$ cat src/rtl/pat_scan_pkg.sv
// pat_scan_pkg
//   Shared types and constants for the pattern-count sequencer.
//   state_t      : sequencer FSM encoding
//   DEF_*        : default address map / memory width
//   CNT_W, IDX_W : counter and byte-index widths
//   PAT_W        : pattern width in bits
package pat_scan_pkg;

    typedef enum logic [2:0] {
        IDLE   = 3'd0,
        LDPAT  = 3'd1,
        SCAN   = 3'd2,
        WR_CTB = 3'd3,
        WR_CTO = 3'd4,
        WR_CTS = 3'd5,
        DONE   = 3'd6
    } state_t;

    localparam int DEF_NBYTES   = 32;
    localparam int DEF_PAT_ADDR = 32;
    localparam int DEF_RES_ADDR = 33;
    localparam int DEF_AW       = 8;

    localparam int CNT_W = 8;
    localparam int IDX_W = 6;
    localparam int PAT_W = 5;

endpackage

$ cat src/rtl/pat_window_cnt.sv
// pat_window_cnt
//   Combinational window matcher for one message byte.
//   pat   : 5-bit pattern
//   prev4 : low nibble of the previous byte
//   cur   : current byte
//   first : current byte is byte 0 (no previous byte exists)
//   m     : matches among the four windows wholly inside cur (0..4)
//   x     : matches among the four windows straddling prev4/cur (0..4)
module pat_window_cnt
    import pat_scan_pkg::*;
(
    input  logic [PAT_W-1:0] pat,
    input  logic [3:0]       prev4,
    input  logic [7:0]       cur,
    input  logic             first,
    output logic [2:0]       m,
    output logic [2:0]       x
);

    logic [11:0] w;

    assign w = {prev4, cur};

    // Window k of cur is cur[k+4:k]; crossing window k is w[k+8:k+4],
    // i.e. w[8:4] .. w[11:7], each starting inside prev4.
    always_comb begin
        m = '0;
        x = '0;
        for (int k = 0; k < 4; k++) begin
            if (cur[k +: PAT_W] == pat)
                m = m + 3'd1;
            if (w[(k + 4) +: PAT_W] == pat)
                x = x + 3'd1;
        end
        if (first)
            x = '0;
    end

endmodule

$ cat src/rtl/pat_scan_ctrl.sv
// pat_scan_ctrl
//   Sequencer that loads a 5-bit pattern, scans an NBYTES message and
//   writes three match counts back to data memory.
//   clk       : clock, rising edge
//   reset     : synchronous active-low reset
//   start     : run request, honoured only in IDLE or DONE
//   busy      : block owns the memory port (all states but IDLE/DONE)
//   done      : results written, held until the next start
//   mem_addr  : data-memory address
//   mem_rdata : asynchronous read data for mem_addr
//   mem_we    : write enable
//   mem_wdata : write data
//   Results: RES_ADDR=ctb (total in-byte matches), RES_ADDR+1=cto (bytes
//   with any match), RES_ADDR+2=cts (matches over the whole bit string).
module pat_scan_ctrl
    import pat_scan_pkg::*;
#(
    parameter int NBYTES   = DEF_NBYTES,
    parameter int PAT_ADDR = DEF_PAT_ADDR,
    parameter int RES_ADDR = DEF_RES_ADDR,
    parameter int AW       = DEF_AW
) (
    input  logic          clk,
    input  logic          reset,
    input  logic          start,
    output logic          busy,
    output logic          done,
    output logic [AW-1:0] mem_addr,
    input  logic [7:0]    mem_rdata,
    output logic          mem_we,
    output logic [7:0]    mem_wdata
);

    localparam logic [IDX_W-1:0] LAST_IDX = IDX_W'(NBYTES - 1);

    state_t             state, state_nxt;
    logic [IDX_W-1:0]   idx;
    logic [3:0]         prev4;
    logic [PAT_W-1:0]   pat;
    logic [CNT_W-1:0]   ctb, cto, cts;
    logic [2:0]         m, x;

    pat_window_cnt u_win (
        .pat   (pat),
        .prev4 (prev4),
        .cur   (mem_rdata),
        .first (idx == '0),
        .m     (m),
        .x     (x)
    );

    // Next state and memory-port drive are pure decodes of state, so a
    // reset edge forces the port quiet in the very next cycle.
    always_comb begin
        state_nxt = state;
        busy      = 1'b0;
        done      = 1'b0;
        mem_addr  = '0;
        mem_we    = 1'b0;
        mem_wdata = '0;
        case (state)
            IDLE: begin
                if (start)
                    state_nxt = LDPAT;
            end
            LDPAT: begin
                busy      = 1'b1;
                mem_addr  = AW'(PAT_ADDR);
                state_nxt = SCAN;
            end
            SCAN: begin
                busy     = 1'b1;
                mem_addr = AW'(idx);
                if (idx == LAST_IDX)
                    state_nxt = WR_CTB;
            end
            WR_CTB: begin
                busy      = 1'b1;
                mem_addr  = AW'(RES_ADDR);
                mem_we    = 1'b1;
                mem_wdata = ctb;
                state_nxt = WR_CTO;
            end
            WR_CTO: begin
                busy      = 1'b1;
                mem_addr  = AW'(RES_ADDR + 1);
                mem_we    = 1'b1;
                mem_wdata = cto;
                state_nxt = WR_CTS;
            end
            WR_CTS: begin
                busy      = 1'b1;
                mem_addr  = AW'(RES_ADDR + 2);
                mem_we    = 1'b1;
                mem_wdata = cts;
                state_nxt = DONE;
            end
            DONE: begin
                done = 1'b1;
                if (start)
                    state_nxt = LDPAT;
            end
            default: state_nxt = IDLE;
        endcase
    end

    always_ff @(posedge clk) begin
        if (!reset) begin
            state <= IDLE;
            idx   <= '0;
            prev4 <= '0;
            pat   <= '0;
            ctb   <= '0;
            cto   <= '0;
            cts   <= '0;
        end else begin
            state <= state_nxt;
            case (state)
                IDLE, DONE: begin
                    if (start) begin
                        idx   <= '0;
                        prev4 <= '0;
                        ctb   <= '0;
                        cto   <= '0;
                        cts   <= '0;
                    end
                end
                LDPAT: begin
                    pat <= mem_rdata[7:3];
                end
                SCAN: begin
                    ctb   <= ctb + CNT_W'(m);
                    cto   <= cto + CNT_W'(m != 3'd0);
                    cts   <= cts + CNT_W'(m) + CNT_W'(x);
                    prev4 <= mem_rdata[3:0];
                    idx   <= idx + 1'b1;
                end
                default: ;
            endcase
        end
    end

endmodule

$ cat config.mk
export PLATFORM = sky130hd
export DESIGN_NAME = pat_scan_ctrl
export DESIGN_NICKNAME = d
export VERILOG_FILES = /design/src/rtl/pat_scan_pkg.sv /design/src/rtl/pat_window_cnt.sv /design/src/rtl/pat_scan_ctrl.sv
export SDC_FILE = /design/constraint.sdc
export NUM_CORES = 1
export LEC_CHECK = 0
export BUFFER_PORTS_ARGS = -buffer_cell sky130_fd_sc_hd__clkbuf_2
export CAP_MARGIN = 40
export CELL_PAD_IN_SITES_DETAIL_PLACEMENT = 0
export CELL_PAD_IN_SITES_GLOBAL_PLACEMENT = 1
export CORE_ASPECT_RATIO = 0.8
export CORE_MARGIN = 2
export CORE_UTILIZATION = 25
export CTS_BUF_LIST = sky130_fd_sc_hd__clkbuf_8
export CTS_CLUSTER_DIAMETER = 60
export CTS_CLUSTER_SIZE = 40
export DETAILED_ROUTE_END_ITERATION = 10
export GPL_ROUTABILITY_DRIVEN = 0
export PLACE_DENSITY_LB_ADDON = 0.1
export SYNTH_ARGS = -nofsm -noshare
export SYNTH_HDL_FRONTEND = slang
export SYNTH_SLANG_ARGS = --single-unit
export TNS_END_PERCENT = 1
$ cat constraint.sdc
create_clock -name clk -period 3.8 [get_ports clk]
set_input_delay 0.38 -clock clk [delete_from_list [all_inputs] [get_ports clk]]
set_output_delay 0.38 -clock clk [all_outputs]
set_load 0.02 [all_outputs]
Word level (Yosys, flattened, before mapping)
Cells that the tools add are included.

cells by class
  eq/ne operators = 17
  $add $sub $neg = 11
  reduce and logical (&&, ||, !) cells = 9
  multiplexer cells = 25

operator list
  kind                                                  count
  case mux 8 bit (2 select lines)                       3
  equality test 5 bit                                   8
  case mux 6 bit (5 select lines)                       1
  two-way mux 3 bit                                     9
  adder 8 x 3 -> 8 bit                                  3
  case mux 8 bit (3 select lines)                       1
  case mux 3 bit (6 select lines)                       1
  adder 3 x 1 -> 3 bit (second input constant)          4
  case mux 6 bit (2 select lines)                       1
  equality test 3 bit (second input constant)           3
  adder 8 x 1 -> 8 bit                                  1
  two-way mux 8 bit                                     1
  case mux 4 bit (2 select lines)                       1
  adder 6 x 1 -> 6 bit (second input constant)          1
  equality test 3 x 2 -> 1 bit (second input constant)  2
  equality test 6 x 5 -> 1 bit (second input constant)  1
  logical NOT 6 bit                                     1
  two-way mux 6 bit                                     1
  two-way mux 1 bit                                     5
  OR reduction 5 bit                                    1
  adder 1 x 1 -> 2 bit (second input constant)          2
  two-way mux 4 bit                                     1
  AND reduction 2 bit                                   2
  equality test 3 x 1 -> 1 bit (second input constant)  1
  other kinds (7)                                       7

word-level totals
  word-level logic and storage cells = 69
  input bits = 11
  output and inout port bits = 19
  register bits after elaboration = 42

Longest topological paths before layout
Gate-level depths: netlist of run 1.

  depth after elaboration = 11
  mapped depth = 20
  depth with buffers taken out = 19

By module
Synthesis of run 1 repeated with hierarchy kept, for this count alone.

second synthesis, totals
  cells, all modules = 404
  area total of the unflattened synthesis = 3380.7 sq um

modules (own cells, without submodules)
  module          area an instance (sq um)  sequential area each (sq um)  instances  cells each
  pat_scan_ctrl   2557.5                    840.8                         1          304
  pat_window_cnt  823.3                     0.0                           1          100

Least setup slack after synthesis of run 1
OpenSTA, ideal clock, no wires.

  kind = input-to-reg
  start = input port mem_rdata[3]
  end = register cts[7]
  data required time = 3.685 ns
  library setup time = 0.115 ns
  stages = 19
  path slack = 0.013 ns
  buffers on the path = 1
  arrival time = 3.672 ns
  cells stage by stage = buf_2 -> xor2_1 -> nor3_1 -> nand2_1 -> ha_1 -> inv_1 -> xnor2_1 -> inv_1 -> ha_1 -> mux2i_1 -> fa_1 -> inv_1 -> ha_1 -> fa_1 -> a21oi_1 -> nor3b_2 -> nand3_1 -> mux2i_1 -> and2_1

on the way
  longest elaborated chain between the ends = 11
  elaborated cells between the ends (all ways) = 14
  classes of those cells = add/sub: 5; eq/ne: 4; mux: 5

ends and longest elaborated chain
  element                                RTL line              source
  start, declared                        pat_scan_ctrl.sv:29   input logic [7:0] mem_rdata,
  equality test 5 bit                    pat_window_cnt.sv:30  if (cur[k +: PAT_W] == pat)
  two-way mux 1 bit                      pat_window_cnt.sv:30
  adder 1 x 1 -> 2 bit                   pat_window_cnt.sv:31  m = m + 3'd1;
  two-way mux 3 bit                      pat_window_cnt.sv:30
  adder 3 x 1 -> 3 bit                   pat_window_cnt.sv:31
  two-way mux 3 bit                      pat_window_cnt.sv:30
  adder 3 x 1 -> 3 bit                   pat_window_cnt.sv:31
  two-way mux 3 bit (*)                  pat_window_cnt.sv:30
  adder 8 x 3 -> 8 bit (*) (2 in a row)  pat_scan_ctrl.sv:134  cts <= cts + CNT_W'(m) + CNT_W'(x);
  case mux 8 bit (2 select lines) (*)    pat_scan_ctrl.sv:118  case (state)
  end signal, assigned                   pat_scan_ctrl.sv:134
  end, declared                          pat_scan_ctrl.sv:40   logic [CNT_W-1:0] ctb, cto, cts;

Mark *: on every way between the ends. The rest lies on a longest branch, timed or not.
A chain may end at the register's enable or synchronous reset.

Final worst setup path of run 1
  start = register pat[4]
  end = register cts[7]

on the way
  longest elaborated chain between the ends = 11
  elaborated cells between the ends (all ways) = 26
  classes of those cells = add/sub: 8; eq/ne: 8; mux: 10

ends and longest elaborated chain
  element                                                    RTL line                                    source
  start, declared                                            pat_scan_ctrl.sv:39                         logic [PAT_W-1:0] pat;
  start signal, assigned                                     pat_scan_ctrl.sv:129                        pat <= mem_rdata[7:3];
  equality test 5 bit, on equally long branches              pat_window_cnt.sv:30, pat_window_cnt.sv:32
  two-way mux 1 bit, on equally long branches                pat_window_cnt.sv:30, pat_window_cnt.sv:32
  adder 1 x 1 -> 2 bit, on equally long branches             pat_window_cnt.sv:31, pat_window_cnt.sv:33
  two-way mux 3 bit, on equally long branches                pat_window_cnt.sv:30, pat_window_cnt.sv:32
  adder 3 x 1 -> 3 bit, on equally long branches             pat_window_cnt.sv:31, pat_window_cnt.sv:33
  two-way mux 3 bit, on equally long branches                pat_window_cnt.sv:30, pat_window_cnt.sv:32
  adder 3 x 1 -> 3 bit, on equally long branches             pat_window_cnt.sv:31, pat_window_cnt.sv:33
  two-way mux 3 bit, on equally long branches                pat_window_cnt.sv:30, pat_window_cnt.sv:32
  adder 8 x 3 -> 8 bit or two-way mux 3 bit (tied branches)  pat_scan_ctrl.sv:134, pat_window_cnt.sv:35
  adder 8 x 3 -> 8 bit (*)                                   pat_scan_ctrl.sv:134
  case mux 8 bit (2 select lines) (*)                        pat_scan_ctrl.sv:118

Marks and branches as above.

==> results.tsv, run 1 <==
metric	value	unit
yosys_register_bits	42	
synth_cell_types	45	
setup_viols_final	0	
die-area	14000	µm²
min-delay-path-class	in -> reg	
tightest_hold_margin	0.459	ns
worst-r2r-cell-count	19	
ratio_of_cells_with_drive_above_1_in_the_final_layout	26.0	%
critical_path.startpoint	pat[4]	
floorplan.rows	37	
io-pin-count	30	
finalInstanceArea	4030	µm²
routed_wl	9010	µm
worst_setup_path_end_kind	register	
worst_path_largest_cell_delay	0.46	ns
antenna-diode-count	0	
r2r_start	pat[4]	
cp_max_fanout	3	
synth-warning-count	0	
vias	2795	
synth_top_cells_by_area	dfxtp_1 26%, xor2_1 7.8%, ha_1 6.1%, mux2i_1 6.1%, xnor2_1 5.4%	
grt_setup_unrepaired	yes	
worst-r2r-setup-slack	0.13	ns
grt_pass1_vias	2721	
crit_chain	buf_4 -> xor2_1 -> nor2_1 -> nand2_1 -> ha_1 -> inv_1 -> xnor2_2 -> inv_1 -> ha_1 -> mux2i_2 -> fa_1 -> inv_1 -> ha_2 -> fa_2 -> a21oi_2 -> nor3b_2 -> nand3_1 -> mux2i_1 -> and2_1	
min_period_over_period	96.5	%
layout.core_utilization	31.6	%
grt_pass1_wl	14700	µm
timing.final.crit_period	3.67	ns
grt.overflow.total	0	
worstSkewPairLatency	0.31	ns
worst-path-stages	19	
syn-cell-area	3260	µm²
timing.clock.skew	0.0102	ns
peakVddDrop	0.0000967	V
post-layout-total-power	1.06	mW
layout.cells.most_common	buf_4	
criticalPathCategory	reg -> reg	
worst-slew-pin-transition	0.770	ns
dp_slack	-0.131	ns
detailed_place_hpwl	6520	µm
worstSetupStartpointType	register	
most-common-layout-cells	45 x buf_4, 44 x nand2_1, 37 x dfxtp_1, 28 x xor2_1, 27 x clkbuf_2	
placement.io_buffers	27	
h-tree-depth	2	
yosysSeqAreaShare	25.8	%
cts_inserted_buffers	5	
timing.critical_path.arrival	3.88	ns
power.leakage	1.72	nW
start_util	25.5	%
cts.sinks	42	
final_antenna_net_count	0	
die_y	106	µm
slew_headroom	48.6	%
synthDominantCellAreaShare	25.8	%
track_usage	13.2	%
cts_tree	yes	
final-max-slew-violation-count	0	
synth-async-reset-ratio	0	%
avg_vias_per_cell	4.42	
postLayoutSetupSlackWorst	0.132	ns
clockRootBuffer	clkbuf_8	
fillers	1397	
die_x	132	µm
cts-root-to-sink-buffers	2	
dr.first_iter.drc_count	132	
detailed_routing_iteration_count_for_the_pre_antenna_repair_pass	4	
finish.net_count	489	
critical_path.top_delay_family	adder cells	
core_area	12800	µm²
cap_viol_max_count	0	
synthFlopType	dfxtp_1	
post_drt_wl_per_cell	14.2	µm
cts.clk_slew.worst_paths	0.09	ns
synthesis.instances	409	
crit_required	4.01	ns
antenna_found_initial	0	
critPathMostFrequentCell	inv_1	
critical_path.slowest_cell	fa_1	
cp_num_buf_inv	4	
hold_viol	0	
endpoint_of_the_most_critical_register_to_register_path	cts[7]	
avgSynthCellArea	7.96	µm²
grt_max_degree	38	
run_status	finished clean	
synth_largest_area_cell	dfxtp_1	
areaGrowthSynthToFinish	23.8	%
synth_edf_count	0	
drc	0	
achievable-frequency	273	MHz
placedInstanceArea	3750	µm²
setup.worst_path.end	cts[7]	
power-per-cell-area	263	nW/µm²
[worst min-delay path: cells and delay by family]
family / cells / cell delay (ns)
AOI/OAI and AO/OA: 2 / 0.22
buffers and inverters: 1 / 0.12
[metrics by stage]
stage | instances | TNS [ns]
5_1_grt | 633 | -0.115
3_5_place_dp | 621 | -0.285
4_1_cts | 629 | 0
3_3_place_gp | 621 | -0.196
2_1_floorplan | 410 | 0
6_report | 633 | 0
[timing repair]
action / CTS / global route
pin swaps: 0 / 13
setup endpoints to repair: 4 / 5
gates resized for setup: 7 / 29
hold buffers: 0 / 0
setup buffers: 0 / 4
endpoints found under the hold margin: 0 / 0
[power breakdown]
part / internal (mW) / leakage, nW / switching [mW]
combinational: 0.124 / 1.33 / 0.148
sequential: 0.447 / 0.343 / 0.0147
clock: 0.147 / 0.0472 / 0.180
[worst min path at each step]
stage                      start       end  slack (ns)  depth (start not counted)
after floorplan           ctb[4]    ctb[4]        0.46                          1
after CTS                  start  state[1]        0.45                          3
after global placement    cto[0]    cto[0]        0.48                          2
after detailed placement  cto[5]    cto[5]        0.49                          1
final                      start  state[1]        0.46                          3
after global routing       start  state[1]        0.46                          3
[sequential cells by signal, indices dropped and copies added (netlist names)]
name and cells:
prev4 4, cts 8, state 3, pat 5, cto 8, ctb 8, idx 6
[layout make-up]
class                   count  area (µm²)  area share, %
clock buffers               6        82.6           2.05
clock inverters             2        12.5          0.310
inverters                  25        93.8           2.33
multi-input cells         309        2270           56.3
flip-flops and latches     42         857           21.3
well taps                 175         219           5.43
repair buffers             74         495           12.3
[cells by family after synthesis]
logic type                 Yosys count  synth area share, %
AOI/OAI and AO/OA                   66                 12.3
xor gates and xnor gates            50                 13.7
adders and majority gates           21                 9.22
buffers and inverters               59                 8.53
DFF                                 42                 25.8
muxes                               21                 6.49
other                                1                0.115
and+or+nand+nor                    149                 23.8
[synthesized netlist by cell type (14+ instances only)]
master and instances:
nor2_1 18, xor2_1 29, xnor2_1 20, mux2i_1 20, and2_1 14, inv_1 25, o21ai_0 25, clkbuf_1 15
ha_1 16, dfxtp_1 42, nand3_1 25, nand2_1 44, a21boi_0 14
[per-layer routing]
layer / vias to the layer above / GRT usage (%) / part of all wire (%)
met3: 5 / 2.58 / 3.2
met4: 0 / 2.80 / 0.49
met2: 42 / 19.6 / 42
met1: 1307 / 19.6 / 55
li1: 1441 / - / -
met5: - / 0 / 0
(Power assumes the default switching activity.)
==> run 2: changes to the inputs <==
ABC_AREA = 1   (was not set)
==> results.tsv, run 2 <==
metric	value	unit
run_status	finished clean	
r2r_start	pat[3]	
detailed_routing_iteration_count_for_the_pre_antenna_repair_pass	4	
track_usage	15.0	%
crit_chain	buf_12 -> buf_4 -> nand2_1 -> nand2_1 -> nor2_2 -> nand3_4 -> ha_4 -> nand4_1 -> nand2_1 -> inv_1 -> ha_1 -> or2_4 -> nand2_4 -> buf_4 -> fa_1 -> or2_2 -> nand2_1 -> nand2_1 -> nor2_1 -> nand3_1 -> o21ai_1 -> a21oi_1	
fillers	1396	
post_drt_wl_per_cell	13.8	µm
worst_setup_path_end_kind	register	
timing.clock.skew	0.00966	ns
die_x	131	µm
setup_viols_final	0	
power.leakage	1.77	nW
clockRootBuffer	clkbuf_8	
tightest_hold_margin	0.348	ns
avg_vias_per_cell	4.36	
synthDominantCellAreaShare	26.0	%
placement.io_buffers	27	
min_period_over_period	94.7	%
die_y	106	µm
postCtsSetupRepairBufs	0	
post-layout-total-power	1.97	mW
final_antenna_net_count	0	
timing.final.crit_period	3.60	ns
layout.cells.most_common	nand2_1	
core_area	12700	µm²
worstHoldStart	mem_rdata[0]	
timing.critical_path.arrival	3.80	ns
yosys_register_bits	42	
synth_largest_area_cell	dfxtp_1	
synthesis.instances	500	
min_path_cells	3	
cts.clk_slew.worst_paths	0.09	ns
largestRegisters	ctb x8, cto x8, cts x8	
critical_path.slowest_cell	fa_1	
areaGrowthSynthToFinish	23.2	%
dr.first_iter.drc_count	205	
worst_hold_path.endpoint	prev4[0]	
synth_commonest_cells	144 x nand2_1, 65 x inv_1, 49 x a21oi_1	
power-per-cell-area	495	nW/µm²
criticalPathCategory	reg -> reg	
h-tree-depth	2	
grt_setup_unrepaired	yes	
cts.sinks	42	
achievable-frequency	278	MHz
most-common-layout-cells	143 x nand2_1, 65 x inv_1, 47 x a21oi_1, 38 x dfxtp_1, 38 x buf_4	
hold_buf_count_cts	0	
worst-r2r-setup-slack	0.20	ns
detailed_place_hpwl	7660	µm
critPathMostFrequentCell	nand2_1	
slew_headroom	62.1	%
worst_path_largest_cell_delay	0.41	ns
crit_required	4.00	ns
setup_total_negative_slack	0	ns
syn-cell-area	3230	µm²
antenna-diode-count	0	
yosysSeqAreaShare	26.0	%
min-delay-path-class	in -> reg	
post-synth-top-count-cell	nand2_1	
cp_max_fanout	6	
routed_wl	10100	µm
grt.overflow.total	0	
die-area	13800	µm²
final-max-slew-violation-count	0	
synthFlopType	dfxtp_1	
dp_slack	-0.117	ns
antenna_found_initial	0	
peakVddDrop	0.000233	V
synth_cell_types	38	
ratio_of_cells_with_drive_above_1_in_the_final_layout	20.7	%
floorplan.rows	37	
vias	3182	
cts-root-to-sink-buffers	2	
io-pin-count	30	
worstSetupStartpointType	register	
synth_edf_count	0	
synth-warning-count	0	
cts_inserted_buffers	5	
drc	0	
grt_max_degree	28	
worst-slew-pin-transition	0.568	ns
avgSynthCellArea	6.46	µm²
synth-async-reset-ratio	0	%
grt_pass1_vias	3027	
postLayoutSetupSlackWorst	0.200	ns
cap_viol_max_count	0	
synth_top_cells_by_area	dfxtp_1 26%, nand2_1 17%, a21oi_1 7.6%, inv_1 7.6%, ha_1 6.2%	
worst-r2r-cell-count	22	
start_util	25.4	%
worstSkewPairLatency	0.31	ns
hold_viol	0	
endpoint_of_the_most_critical_register_to_register_path	ctb[6]	
grt_pass1_wl	16100	µm
finish.net_count	586	
cts_tree	yes	
==> run 2: cell count changes after synthesis, moves of 14 or more <==
cell,delta
mux2i_1,-20
nand2_1,+100
a21oi_1,+37
a21boi_0,-14
xor2_1,-21
nor2_1,+15
inv_1,+40
==> run 2: cell families after synthesis <==
kind of cell,Yosys count,synth area share (%)
buf+inv,95,13.7
other cells,1,0.116
flops,42,26.0
fa+ha+maj,21,9.30
simple gates,234,30.8
compound gates,89,15.2
xor+xnor,18,4.88
==> run 2: critical path, delay by kind of cell (launching register included) <==
family	cells	cell delay, ns
buf+inv	4	0.45
flops	1	0.35
simple gates	13	1.52
compound gates	2	0.24
fa+ha+maj	3	0.94
==> run 2: stage by stage <==
stage	utilization (%)	area, µm²	cells
floorplan	-	3230	501
global placement	29.5	3750	721
detailed placement	29.5	3760	722
CTS	30.4	3870	730
global route	31.3	3980	730
finish	31.3	3980	730
==> run 2: worst max path at each step <==
stage / startpoint / end / cells past startpoint
after floorplan: mem_rdata[7] / cts[7] / 22
after global routing: pat[0] / cts[7] / 21
after CTS: pat[2] / cts[7] / 21
after detailed placement: mem_rdata[7] / cts[7] / 21
after global placement: pat[0] / cts[7] / 22
final: pat[3] / ctb[6] / 22
==> run 2: repair_timing <==
| item | 4_1_cts | 5_1_grt |
|---|---|---|
| cloned | 0 | 0 |
| setup endpoints to repair | 3 | 8 |
| pin swaps | 0 | 21 |
| resized for setup | 4 | 28 |
==> run 2: power breakdown <==
part           internal [mW]  leakage (nW)  switching [mW]
registers              0.492         0.342          0.0662
logic                  0.392          1.37           0.654
clock network          0.192        0.0607           0.175
total                   1.08          1.77           0.895
==> run 2: layer usage <==
| metal | GRT usage (%) | wire, µm | vias to the layer above |
|---|---|---|---|
| li1 | - | - | 1692 |
| met1 | 23.9 | 5530 | 1435 |
| met2 | 21.1 | 4070 | 51 |
| met3 | 2.49 | 399 | 4 |
| met4 | 2.51 | 55 | 0 |
| met5 | 0 | 0 | - |
==> run 2: area by class of cell <==
class	instances	area [µm²]	share of cell area, %
clock buffer	5	68.8	1.73
clock inverter	3	37.5	0.943
inverter	73	282	7.07
multi-input combinational	364	2060	51.7
sequential	42	848	21.3
tap	175	219	5.50
timing repair buffer	68	465	11.7
